[config.mk]
export PLATFORM = sky130hd
export DESIGN_NAME = lif_step_sequencer
export DESIGN_NICKNAME = d
export VERILOG_FILES = /design/src/rtl/lif_seq_pkg.sv /design/src/rtl/lif_seq_stat_cnt.sv /design/src/rtl/lif_step_sequencer.sv
export SDC_FILE = /design/constraint.sdc
export NUM_CORES = 1
export LEC_CHECK = 0
export CORE_ASPECT_RATIO = 0.7
export CORE_MARGIN = 2
export CORE_UTILIZATION = 54
export DETAILED_ROUTE_END_ITERATION = 10
export PLACE_DENSITY = 0.85
export SYNTH_ARGS = -nofsm -noshare
export SYNTH_HDL_FRONTEND = slang
export SYNTH_SLANG_ARGS = --single-unit
export TNS_END_PERCENT = 50
[constraint.sdc]
create_clock -name clk_i -period 4.6 [get_ports clk_i]
set_clock_uncertainty 0.15 [all_clocks]
set_input_delay 0.92 -clock clk_i [delete_from_list [all_inputs] [get_ports clk_i]]
set_output_delay 0.92 -clock clk_i [all_outputs]
set_load 0.05 [all_outputs]
[src/rtl/lif_seq_pkg.sv]
// Shared types and widths for the LIF timestep sequencer.
package lif_seq_pkg;

  localparam int STEP_W_DEF = 16;
  localparam int CNTL_W_DEF = 3;
  localparam int STAT_W     = 32;

  typedef enum logic [2:0] {
    IDLE  = 3'b000,
    START = 3'b001,
    PAUSE = 3'b010,
    RESET = 3'b011
  } cntl_code_t;

  // State literals carry a prefix so they do not collide with the code names.
  typedef enum logic [2:0] {
    ST_IDLE,
    ST_CLR,
    ST_SWEEP,
    ST_ADV,
    ST_STEP_END,
    ST_FIN
  } seq_state_t;

endpackage

[src/rtl/lif_seq_stat_cnt.sv]
// Saturating statistics counter; clear restarts the count, counting the
// current cycle when enable is also high.
module lif_seq_stat_cnt
  import lif_seq_pkg::*;
(
  input  logic              clk_i,
  input  logic              rst_i,
  input  logic              clr_i,
  input  logic              en_i,
  output logic [STAT_W-1:0] cnt_o
);

  always_ff @(posedge clk_i or negedge rst_i) begin
    if (!rst_i) begin
      cnt_o <= '0;
    end else if (clr_i) begin
      cnt_o <= {{(STAT_W-1){1'b0}}, en_i};
    end else if (en_i && !(&cnt_o)) begin
      cnt_o <= cnt_o + STAT_W'(1);
    end
  end

endmodule

[src/rtl/lif_step_sequencer.sv]
// Timestep sequencer driving the presyn/postsyn counter control codes of one
// LIF timestep per step. Optional statistics ports under LIF_SEQ_STATS_EN.
module lif_step_sequencer
  import lif_seq_pkg::*;
#(
  parameter int STEP_W = STEP_W_DEF,
  parameter int CNTL_W = CNTL_W_DEF
) (
  input  logic              clk_i,
  input  logic              rst_i,
  input  logic              start_i,
  input  logic              abort_i,
  input  logic [STEP_W-1:0] num_steps_i,
  input  logic              presyn_done_i,
  input  logic              postsyn_done_i,
  input  logic              fifo_afull_i,
  output logic [CNTL_W-1:0] presyn_cntl_sig,
  output logic [CNTL_W-1:0] postsyn_cntl_sig,
  output logic              busy_o,
  output logic              step_done_o,
  output logic              run_done_o,
  output logic [STEP_W-1:0] step_cnt_o
`ifdef LIF_SEQ_STATS_EN
  ,
  output logic [STAT_W-1:0] stall_cnt_o,
  output logic [STAT_W-1:0] step_cyc_o
`endif
);

  seq_state_t        state_q, state_d;
  cntl_code_t        pre_q, pre_d, post_q, post_d;
  logic              abort_pend_q, abort_d;
  logic              busy_q, step_done_q, run_done_q;
  logic [STEP_W-1:0] steps_q, step_cnt_q;
  logic              start_acc;

  // start_i is a one-cycle request with no ready: it is taken only in IDLE.
  assign start_acc = (state_q == ST_IDLE) && start_i;
  assign abort_d   = (state_q != ST_IDLE) && abort_i;

  always_comb begin
    state_d = state_q;
    if (abort_d) begin
      state_d = ST_CLR;
    end else begin
      case (state_q)
        ST_IDLE:     if (start_i) state_d = (num_steps_i != '0) ? ST_CLR : ST_FIN;
        ST_CLR:      state_d = abort_pend_q ? ST_IDLE : ST_SWEEP;
        ST_SWEEP: begin
          // A done seen while paused, or while pause is being requested, waits.
          if (presyn_done_i && !fifo_afull_i && (pre_q != PAUSE))
            state_d = postsyn_done_i ? ST_STEP_END : ST_ADV;
        end
        ST_ADV:      state_d = ST_SWEEP;
        ST_STEP_END: state_d = (step_cnt_q == steps_q) ? ST_FIN : ST_SWEEP;
        ST_FIN:      state_d = ST_IDLE;
        default:     state_d = ST_IDLE;
      endcase
    end
  end

  always_comb begin
    pre_d  = IDLE;
    post_d = IDLE;
    case (state_d)
      ST_CLR:      begin pre_d = RESET; post_d = RESET; end
      ST_SWEEP:    pre_d = fifo_afull_i ? PAUSE : START;
      ST_ADV:      begin pre_d = RESET; post_d = START; end
      ST_STEP_END: begin pre_d = RESET; post_d = RESET; end
      default:     begin pre_d = IDLE; post_d = IDLE; end
    endcase
  end

  always_ff @(posedge clk_i or negedge rst_i) begin
    if (!rst_i) begin
      state_q      <= ST_IDLE;
      pre_q        <= IDLE;
      post_q       <= IDLE;
      abort_pend_q <= 1'b0;
      busy_q       <= 1'b0;
      step_done_q  <= 1'b0;
      run_done_q   <= 1'b0;
      steps_q      <= '0;
      step_cnt_q   <= '0;
    end else begin
      state_q      <= state_d;
      pre_q        <= pre_d;
      post_q       <= post_d;
      abort_pend_q <= abort_d;
      busy_q       <= (state_d != ST_IDLE);
      step_done_q  <= (state_d == ST_STEP_END);
      run_done_q   <= (state_d == ST_FIN);
      if (start_acc) steps_q <= num_steps_i;
      if (start_acc) step_cnt_q <= '0;
      else if (state_d == ST_STEP_END) step_cnt_q <= step_cnt_q + STEP_W'(1);
    end
  end

  assign presyn_cntl_sig  = CNTL_W'(pre_q);
  assign postsyn_cntl_sig = CNTL_W'(post_q);
  assign busy_o           = busy_q;
  assign step_done_o      = step_done_q;
  assign run_done_o       = run_done_q;
  assign step_cnt_o       = step_cnt_q;

`ifdef LIF_SEQ_STATS_EN
  logic              stall_en, run_clr, run_en;
  logic [STAT_W-1:0] run_cyc, step_cyc_q;

  assign stall_en = (state_q == ST_SWEEP) && (pre_q == PAUSE);
  assign run_clr  = start_acc || (state_q == ST_STEP_END);
  assign run_en   = (state_q != ST_IDLE);

  lif_seq_stat_cnt u_stall_cnt (
    .clk_i (clk_i),
    .rst_i (rst_i),
    .clr_i (start_acc),
    .en_i  (stall_en),
    .cnt_o (stall_cnt_o)
  );

  // Running length of the current step; the STEP_END cycle opens the next one.
  lif_seq_stat_cnt u_run_cyc (
    .clk_i (clk_i),
    .rst_i (rst_i),
    .clr_i (run_clr),
    .en_i  (run_en),
    .cnt_o (run_cyc)
  );

  always_ff @(posedge clk_i or negedge rst_i) begin
    if (!rst_i) begin
      step_cyc_q <= '0;
    end else if (start_acc) begin
      step_cyc_q <= '0;
    end else if (state_q == ST_STEP_END) begin
      step_cyc_q <= (&run_cyc) ? run_cyc : run_cyc + STAT_W'(1);
    end
  end

  assign step_cyc_o = step_cyc_q;
`endif

endmodule

# Yosys cells after proc, flatten, opt, wreduce, memory -nomap -nowiden

Cells that the tools add are included.

Register bits: 45
Logic and storage cells: 46
Output and inout bits: 25
Bits of input ports: 23

Add/subtract/negate cells: 1
Multiplexer cells: 13
Eq/ne operators: 11
Reductions and logical operators: 12

Operators with widths:

| kind                                                                  | number |
|---|---|
| 16-bit two-way mux                                                    | 2 |
| 3-bit two-way mux                                                     | 6 |
| 16-bit by 1-bit adder with 16-bit output, second input constant       | 1 |
| 16-bit equality test                                                  | 1 |
| 16-bit nonzero test                                                   | 1 |
| 3-bit case mux with 5 select lines                                    | 1 |
| 3-bit by 2-bit equality test with 1-bit output, second input constant | 4 |
| 3-bit equality test, second input constant                            | 3 |
| 2-bit case mux with 2 select lines                                    | 2 |
| 3-bit by 1-bit equality test with 1-bit output, second input constant | 2 |
| 3-bit nonzero test                                                    | 2 |
| 1-bit logical AND                                                     | 4 |
| 2-bit two-way mux                                                     | 2 |
| 3-bit zero test                                                       | 1 |
| 3-bit by 2-bit != test with 1-bit output, second input constant       | 1 |
| 3-bit OR reduction                                                    | 1 |
| 2-bit nonzero test                                                    | 1 |
| 2-bit OR reduction                                                    | 1 |
| 1-bit zero test                                                       | 1 |

# Depth between registers and ports, before layout

Gate-level depths: netlist of run 1.

Depth in word-level cells: 9
Mapped depth: 7
Gate-level depth less buffers: 5

# Least setup slack after synthesis of run 1

Ideal clock, no wire load.

Path type: input to register
Start point: input port fifo_afull_i
End point: register step_cnt_q[15] (netlist: step_cnt_o[15])
Library setup time: 0.077 ns
Data required time: 4.373 ns
Slack: 2.019 ns
Buffers on the path: 0
Cell stages on the path: 5
Arrival: 2.353 ns
Cells stage by stage: and2b_1 > nand4_4 > or3_2 > or4_1 > a21oi_1

Word-level cells in the longest chain between the ends: 8

RTL lines:

| item                                | line                     | source |
|---|---|---|
| start, declared                     | lif_step_sequencer.sv:16 | `input logic fifo_afull_i,` |
| 1-bit zero test                     | lif_step_sequencer.sv:51 | `if (presyn_done_i && !fifo_afull_i && (pre_q != PAUSE))` |
| 1-bit logical AND (2 in series)     | lif_step_sequencer.sv:51 |  |
| 3-bit two-way mux                   | lif_step_sequencer.sv:51 |  |
| 3-bit case mux with 5 select lines  | lif_step_sequencer.sv:46 | `case (state_q)` |
| 3-bit two-way mux                   | lif_step_sequencer.sv:43 | `if (abort_d) begin` |
| 3-bit equality test                 | lif_step_sequencer.sv:95 | `else if (state_d == ST_STEP_END) step_cnt_q <= step_cnt_q + STEP_W'(1);` |
| 2-bit nonzero test (no source line) | --                       |  |
| end signal, assigned                | lif_step_sequencer.sv:95 |  |
| end, declared                       | lif_step_sequencer.sv:34 | `logic [STEP_W-1:0] steps_q, step_cnt_q;` |

No other way between the ends.
A chain may end at the register's enable or synchronous reset.

# Worst setup path after layout of run 1

Start point: input port fifo_afull_i
End point: register step_cnt_q[4] (netlist: step_cnt_o[4])

The elaborated chain is that of the path after synthesis.

==> results_dict.tcl, run 1 <==
set metrics [dict create \
    critical_path_class "in2reg" \
    via_per_inst 5.69 \
    die_x_um 80.6 \
    cp-start-kind "primary input" \
    die_y_um 57.6 \
    cts_resized 0 \
    cts.sinks 43 \
    dp_hpwl_mm 3.75 \
    area_growth_pct 25.2 \
    ir_worst_vdd_mv 0.313 \
    worst_slew_pin_slew_ns 0.949 \
    cp-end-kind "register" \
    synth-seq-area-share 0.485 \
    row_count 19 \
    cts_tree "yes" \
    worstPathArrival_ns 2.92 \
    die_area_um2 4650 \
    min_period_ns 2.85 \
    intPower_mw 0.762 \
    crit_fanout 12 \
    htreeDepth 2 \
    synth_area_um2 2220 \
    clkLatencyLatePin_ns 0.30 \
    grt_antenna_before_repair 0 \
    grt-ovfl-total 0 \
    finalCritPeriodShare 0.619 \
    place_area_um2 2670 \
    ys.flop_type "dfrtp_1" \
    layout_setup_ws_ns 1.75 \
    post-route-util 0.708 \
    drc 0 \
    num_io_pins 48 \
    power.density_nw_per_um2 414 \
    fmax_mhz 351 \
    timing_hold_violations_final 0 \
    track_usage 0.256 \
    outcome "completed" \
    setup_viol 0 \
    rsz0062_at_grt "false" \
    io_buffers 45 \
    seqPwrFrac 0.461 \
    design_area_um2 2780 \
    wl_mm 5.26 \
    cts_buffers 5 \
    synth.distinct_cells 40 \
    grt_start_max_net_pins 44 \
    maxCapViolCount 0 \
    drt-pass1-iter-count 5 \
    async_flop_share 1.00 \
    yosys_warnings 0 \
    fin_nets 306 \
    drive_above_1_share 0.0636 \
    netlist.area_leader.share 0.485 \
    post-cts-setup-buffers 0 \
    clockBufferDepth 2 \
    start_util 0.566 \
    power.switching_mw 0.388 \
    postRouteAntennaNets 0 \
    slew_headroom 0.362 \
    cts_hold_buf 0 \
    antenna_cells 0 \
    detail_route.wl_per_cell_um 15.7 \
    first_global_vias 1722 \
    syn_area_per_cell_um2 9.29 \
    cts.reportedPaths.clkPinSlew_ns 0.08 \
    ys_ff_latch 43 \
    setup-tns-final_ns 0 \
    synth_largest_area_cell "dfrtp_1" \
    cts_root_buf "clkbuf_8" \
    drt_iter0_drc 149 \
    synth_edf_count 0 \
    cp.required_ns 4.67 \
    vias 1906 \
    swShare 0.337 \
    dp_slack_ns 1.46 \
    grt_pass1_wl_mm 8.83 \
    report.final.slew_viol_count 0 \
    synthTopCellsByArea "dfrtp_1 (48%), nand2_1 (10%), xnor2_1 (9.1%)" \
    core_um2 3920 \
    power_leakage_nw 1.14 \
    gp_congestion 0.887 \
    p_clk_frac 0.257 \
    hp-class "reg2reg" \
    syn_inst 239 \
    combinationalPowerShare 0.283 \
]
-- routing by layer --
metal / vias to the layer above / GRT usage / wire length, µm
li1: 911 / - / -
met1: 904 / 0.392 / 2450
met2: 81 / 0.362 / 2400
met3: 10 / 0.0514 / 322
met4: 0 / 0.0920 / 83
met5: - / 0 / 0
-- placed cells by master, fill, tap and decap left out, types with 3 or more instances in the layout --
cell              n
nor4_1           11
xnor2_1          23
or3_2             4
nand4_1           7
and4_1            4
nor2_1           14
or3_1             3
clkdlybuf4s50_1  44
a211oi_1          4
dfrtp_1          43
o21ai_0           7
nand3_1           5
inv_1             8
clkbuf_8          5
nand2_1          60
a21oi_1           8
-- power by group through the flow --
stage / combinational, mW / sequential (mW) / clock (mW)
6_report: 0.325 / 0.529 / 0.295
5_1_grt: 0.357 / 0.540 / 0.317
4_1_cts: 0.328 / 0.528 / 0.300
3_5_place_dp: 0.322 / 0.536 / 0
3_3_place_gp: 0.313 / 0.533 / 0
2_1_floorplan: 0.192 / 0.565 / 0
-- Yosys cell counts, types with 5 or more instances --
library cell,number
inv_1,8
clkbuf_1,5
nand4_1,7
nand2_1,60
a21oi_1,8
nand3_1,5
o21ai_0,7
nor2_1,14
xnor2_1,23
dfrtp_1,43
nor4_1,11
-- cell type report --
| class | instances | area, µm² |
|---|---|---|
| fillers | 318 | 1140 |
| flip-flops and latches | 43 | 1080 |
| multi-input cells | 178 | 1040 |
| repair buffers | 46 | 453 |
| clock buffers | 5 | 68.8 |
| well taps | 52 | 65.1 |
| clock inverters | 3 | 43.8 |
| inverters | 8 | 30.0 |
-- critical path: stages --
cell and delay, ns:
clkdlybuf4s50_1 0.43, and2b_1 0.29, and4_1 0.23, nand4_1 0.34, or3_2 0.52, a21oi_1 0.18
-- stage by stage --
step / hold WS (ns) / total power [mW] / std cells
4_1_cts: 0.357 / 1.16 / 335
3_3_place_gp: 0.331 / 0.845 / 327
3_5_place_dp: 0.337 / 0.858 / 327
2_1_floorplan: 0.317 / 0.757 / 240
6_report: 0.356 / 1.15 / 335
5_1_grt: 0.390 / 1.21 / 335
-- sequential cells by signal, indices dropped and copies added, names as in the netlist, 2 cells and up --
register	count
steps_q	16
state_q	3
presyn_cntl_sig	2
step_cnt_o	16
postsyn_cntl_sig	2
-- final timing paths --
path,from,endpoint,slack [ns],cells past startpoint
setup / recovery,fifo_afull_i,step_cnt_o[4],1.75,6
hold / removal,steps_q[8],steps_q[8],0.36,2
setup reg to reg,step_cnt_o[7],postsyn_cntl_sig[1],1.91,5
hold reg to reg,steps_q[8],steps_q[8],0.36,2
max in group asynchronous,rst_i,steps_q[3],3.12,1
min in group asynchronous,rst_i,step_cnt_o[12],0.60,1
-- kinds of logic after synthesis --
group | Yosys count | share of synthesized area
compound gates | 29 | 0.0834
fa+ha+maj | 1 | 0.00564
xor+xnor | 24 | 0.0947
flops | 43 | 0.485
other cells | 1 | 0.00169
simple gates | 122 | 0.282
buf+inv | 19 | 0.0473
(Power assumes the default switching activity.)
==> inputs of run 2 (changes only) <==
CORE_UTILIZATION = 50   (was 54)
PLACE_DENSITY = 0.8   (was 0.85)
clock period = 2.7 ns   (was 4.6 ns; I/O delays follow)
==> results_dict.tcl, run 2 (synthesized netlist as in run 1, its figures left out) <==
set metrics [dict create \
    outcome "completed" \
    gp_congestion 0.888 \
    cp-end-kind "register" \
    fillers 359 \
    cpPeakStageDelay_ns 0.54 \
    htreeDepth 2 \
    core_um2 4300 \
    worst_slew_pin_slew_ns 0.922 \
    crit_slowest_cell "or3_2" \
    fmax_mhz 413 \
    ir_worst_vdd_mv 0.493 \
    die_y_um 59.7 \
    post-cts-setup-buffers 0 \
    drt_iter0_drc 198 \
    grt_pass1_wl_mm 8.67 \
    critical_path_class "in2reg" \
    min_period_ns 2.42 \
    wl_mm 5.30 \
    cp_cell_sequence "clkdlybuf4s50_1, and2b_1, and4_1, nand4_1, or3_2, a21oi_1" \
    setup_viol 0 \
    die_area_um2 5000 \
    area_growth_pct 28.6 \
    power.density_nw_per_um2 694 \
    post-route-util 0.663 \
    grt-ovfl-total 0 \
    multi_input_area_um2 1040 \
    grt_start_max_net_pins 44 \
    track_usage 0.226 \
    cts_hold_buf 0 \
    die_x_um 83.6 \
    cp.required_ns 2.78 \
    dp_hpwl_mm 3.98 \
    drc 0 \
    crit_fanout 10 \
    final_cell_mix "nand2_1 (60), clkdlybuf4s50_1 (44), dfrtp_1 (43)" \
    regArea_um2 1080 \
    first_global_vias 1766 \
    slew_headroom 0.385 \
    row_count 20 \
    cts_tree "yes" \
    postRouteAntennaNets 0 \
    place_area_um2 2740 \
    power_leakage_nw 1.19 \
    fin_hold_ws_ns 0.222 \
    rr_worst_depth 6 \
    critPathTopFamily "simple AND/OR/NAND/NOR gates" \
    hp-class "in2async" \
    setup-tns-final_ns 0 \
    antenna_cells 0 \
    cts_root_buf "clkbuf_8" \
    start_util 0.516 \
    cts_buffers 5 \
    path_buf_inv 1 \
    vias 1922 \
    fin_nets 315 \
    maxCapViolCount 0 \
    clkLatencyLatePin_ns 0.30 \
    detail_route.wl_per_cell_um 15.3 \
    drt-pass1-iter-count 4 \
    timing_hold_violations_final 0 \
    via_per_inst 5.54 \
    io_buffers 45 \
    cts.sinks 43 \
    worstPathArrival_ns 2.50 \
    num_io_pins 48 \
    cts.reportedPaths.clkPinSlew_ns 0.08 \
    report.final.slew_viol_count 0 \
    cts_resized 0 \
    rsz0062_at_grt "false" \
    cp-start-kind "primary input" \
    clockBufferDepth 2 \
    finalCritPeriodShare 0.896 \
    drive_above_1_share 0.0925 \
    path_depth 6 \
    grt_antenna_before_repair 0 \
    design_area_um2 2860 \
    layout_commonest_cell "nand2_1" \
]
## run 2: area by class of cell
cell class | count | area share
Clock inverter | 2 | 0.0123
Tap cell | 55 | 0.0241
Timing Repair Buffer | 55 | 0.182
Inverter | 8 | 0.0105
Multi-Input combinational cell | 178 | 0.365
Clock buffer | 6 | 0.0289
Sequential cell | 43 | 0.377
## run 2: final timing paths
check,from,endpoint,slack (ns)
worst max-delay path,fifo_afull_i,step_cnt_o[14],0.28
worst min register to register,steps_q[14],steps_q[14],0.35
worst max register to register,step_cnt_o[8],postsyn_cntl_sig[1],0.34
max in group asynchronous,rst_i,step_cnt_o[1],1.60
min in group clk_i,steps_q[14],steps_q[14],0.35
worst min-delay path,rst_i,step_cnt_o[4],0.22
## run 2: through the flow
step | std cells | worst slack, ns | power (mW)
after global routing | 347 | 0.155 | 2.09
after detailed placement | 339 | 0.0169 | 1.47
final | 347 | 0.281 | 1.98
after floorplan | 240 | 0.204 | 1.29
after CTS | 347 | 0.275 | 1.99
after global placement | 339 | 0.0568 | 1.45
## run 2: where the power goes
part / internal [mW] / leakage [nW] / switching, mW
Sequential: 0.788 / 0.557 / 0.118
Combinational: 0.245 / 0.571 / 0.313
Clock: 0.299 / 0.0612 / 0.218
## run 2: metal layers
layer | GRT usage | share of wire | vias up
met5 | 0 | 0 | -
met2 | 0.341 | 0.44 | 77
li1 | - | - | 920
met1 | 0.323 | 0.48 | 920
met4 | 0.0484 | 0.0077 | 0
met3 | 0.0718 | 0.073 | 5
==> inputs of run 3 (changes only) <==
CAP_MARGIN = 20   (was default)
==> results of run 3 <==
Final layout, timing and power as in run 2 (identical DEF).
==> RTL edit: new RTL, config.mk and constraints of run 1 <==
Change the package constant `STEP_W_DEF` from 16 to 12.
--- a/src/rtl/lif_seq_pkg.sv
+++ b/src/rtl/lif_seq_pkg.sv
@@ -1,7 +1,7 @@
 // Shared types and widths for the LIF timestep sequencer.
 package lif_seq_pkg;
 
-  localparam int STEP_W_DEF = 16;
+  localparam int STEP_W_DEF = 12;
   localparam int CNTL_W_DEF = 3;
   localparam int STAT_W     = 32;
 
Ports: changed (resized num_steps_i and step_cnt_o); port bits go from 48 to 40. No check against the original RTL was run, so the function may have changed too.
==> RTL edit against run 1 <==
- global-route usage fell by 2.8 points
- core utilization grew 1.2 points
- combinational power rose by 28%
- hold slack improved by 0.032 ns
- final area decreased by 20%
- area after synthesis shrank 21%
- non-clock buffer count is 7 lower
- worst setup slack gained 0.091 ns
- sequential power down 12%
- sequential cell count decreased by 8
- total power is 3.8% lower
- wire length decreased by 29%
- critical endpoint is now postsyn_cntl_sig[1]
- largest power group unchanged
- highest routed layer unchanged
==> RTL edit: results (changes against run 1) <==
| Metric | Value |
|---|---|
| Complex-gate fraction of the synthesized area | `7.47% (-0.88 points)` |
| Leakage power | `0.914 nW (-20%)` |
| R2r setup slk | `2.29 ns (+0.38 ns)` |
| Pwr/cell area | `494 nW/µm² (+20%)` |
| Synth cell count leaders | `dfrtp_1 (35), xnor2_1 (15), mux2_2 (12), nor2_1 (12), inv_1 (8)` |
| Switching Fraction | `36.1% (+2.4 points)` |
| Setup Buffers After CTS | `0 (unchanged)` |
| Sequential fraction of the synthesis area | `50.3% (+1.8 points)` |
| WL met3 | `238 µm (-26%)` |
| Detailed Route Iter0 Violations | `43 (-71%)` |
| Largest net degree at the start of global routing | `36 (-18%)` |
| Final Net Count | `214 (-30%)` |
| Number of port buffers | `37 (-18%)` |
| DP Wirelength | `2860 µm (-24%)` |
| Synth area leaders | `dfrtp_1 (50%), mux2_2 (7.8%), xnor2_1 (7.5%), nor2_1 (2.6%), xor2_1 (2.5%)` |
| Vias | `1308 (-31%)` |
| Fillcell total | `205 (-36%)` |
| FF-to-FF path depth | `6 (+1)` |
| Xor/xnor cell area share of the yosys netlist | `11.0% (+1.5 points)` |
| GR Util met3 | `6.78% (+1.6 points)` |
| Antenna violations before repair | `0 (unchanged)` |
| Post-synthesis adder-cell area fraction | `1.29% (+0.73 points)` |
| Worst r2r src | `state_q[0]` |
| Mux contribution to synthesized area | `8.33% (+8.3 points)` |
| WHS Path Cells | `1 (-1)` |
| Power Clock | `0.000220 W (-25%)` |
| First-pass GRT wire length | `6090 µm (-31%)` |
| Met2 usage | `35.3% (-0.85 points)` |
| Met2 WL | `1720 µm (-28%)` |
| CP Max Fanout | `11 (-1)` |
| Global-route usage over all layers | `22.8% (-2.8 points)` |
| First-pass DRT Iterations | `4 (-1)` |
| Worst-margin pin slew | `0.676 ns (-0.273 ns)` |
| Outcome | `completed` |
| Worst vdd ir | `349 µV (+12%)` |
| Top-area cell type share of the netlist area | `50.3% (+1.8 points)` |
| Share of cells above drive strength 1 | `14.9% (+8.6 points)` |
| Synth cell types | `39 (-2.5%)` |
| P_seq | `0.000468 W (-12%)` |
| Clock tree buffer depth | `2 (unchanged)` |
| Critical Path AT | `2.77 ns (-0.15 ns)` |
| M1 GR Usage | `29.4% (-9.8 points)` |
==> RTL edit: critical path, stage by stage <==
cell	delay [ns]
clkdlybuf4s50_1	0.46
nor4b_4	0.57
and4_1	0.33
o21a_1	0.14
a31o_2	0.15
xnor2_2	0.07
nor2b_1	0.13
==> RTL edit: worst max-delay path by stage <==
| stage | slack, ns | startpoint | cells after the start | endpoint |
|---|---|---|---|---|
| after CTS | 1.83 | start_i | 7 | postsyn_cntl_sig[1] |
| after floorplan | 2.23 | fifo_afull_i | 4 | busy_o |
| after detailed placement | 1.58 | fifo_afull_i | 5 | busy_o |
| final | 1.84 | start_i | 7 | postsyn_cntl_sig[1] |
| after global placement | 1.63 | fifo_afull_i | 5 | busy_o |
| after global routing | 1.75 | start_i | 7 | postsyn_cntl_sig[1] |
==> RTL edit: through the flow <==
step	cell area, µm²	util (%)	cells	setup slack (ns)	hold WS [ns]
after floorplan	1750	-	153	2.23	0.352
after detailed placement	2150	69.2	225	1.58	0.374
after global placement	2150	69.2	225	1.63	0.364
after global routing	2240	72.0	232	1.75	0.401
after CTS	2240	72.0	232	1.83	0.387
final	2240	72.0	232	1.84	0.388
==> RTL edit: final cells by class <==
type / instances / area (µm²) / area share (%)
tap: 38 / 47.5 / 2.13
inverter: 8 / 30.0 / 1.34
timing repair buffer: 39 / 385 / 17.2
multi-input combinational: 105 / 810 / 36.2
sequential: 35 / 876 / 39.2
clock inverter: 1 / 5.00 / 0.224
clock buffer: 6 / 82.6 / 3.69
==> RTL edit: kinds of logic after synthesis <==
kind of cell | count (synthesis)
AOI/OAI and AO/OA | 17
xor gates and xnor gates | 21
adders and majority gates | 2
buffers and inverters | 13
DFF | 35
muxes | 13
other | 1
and+or+nand+nor | 50
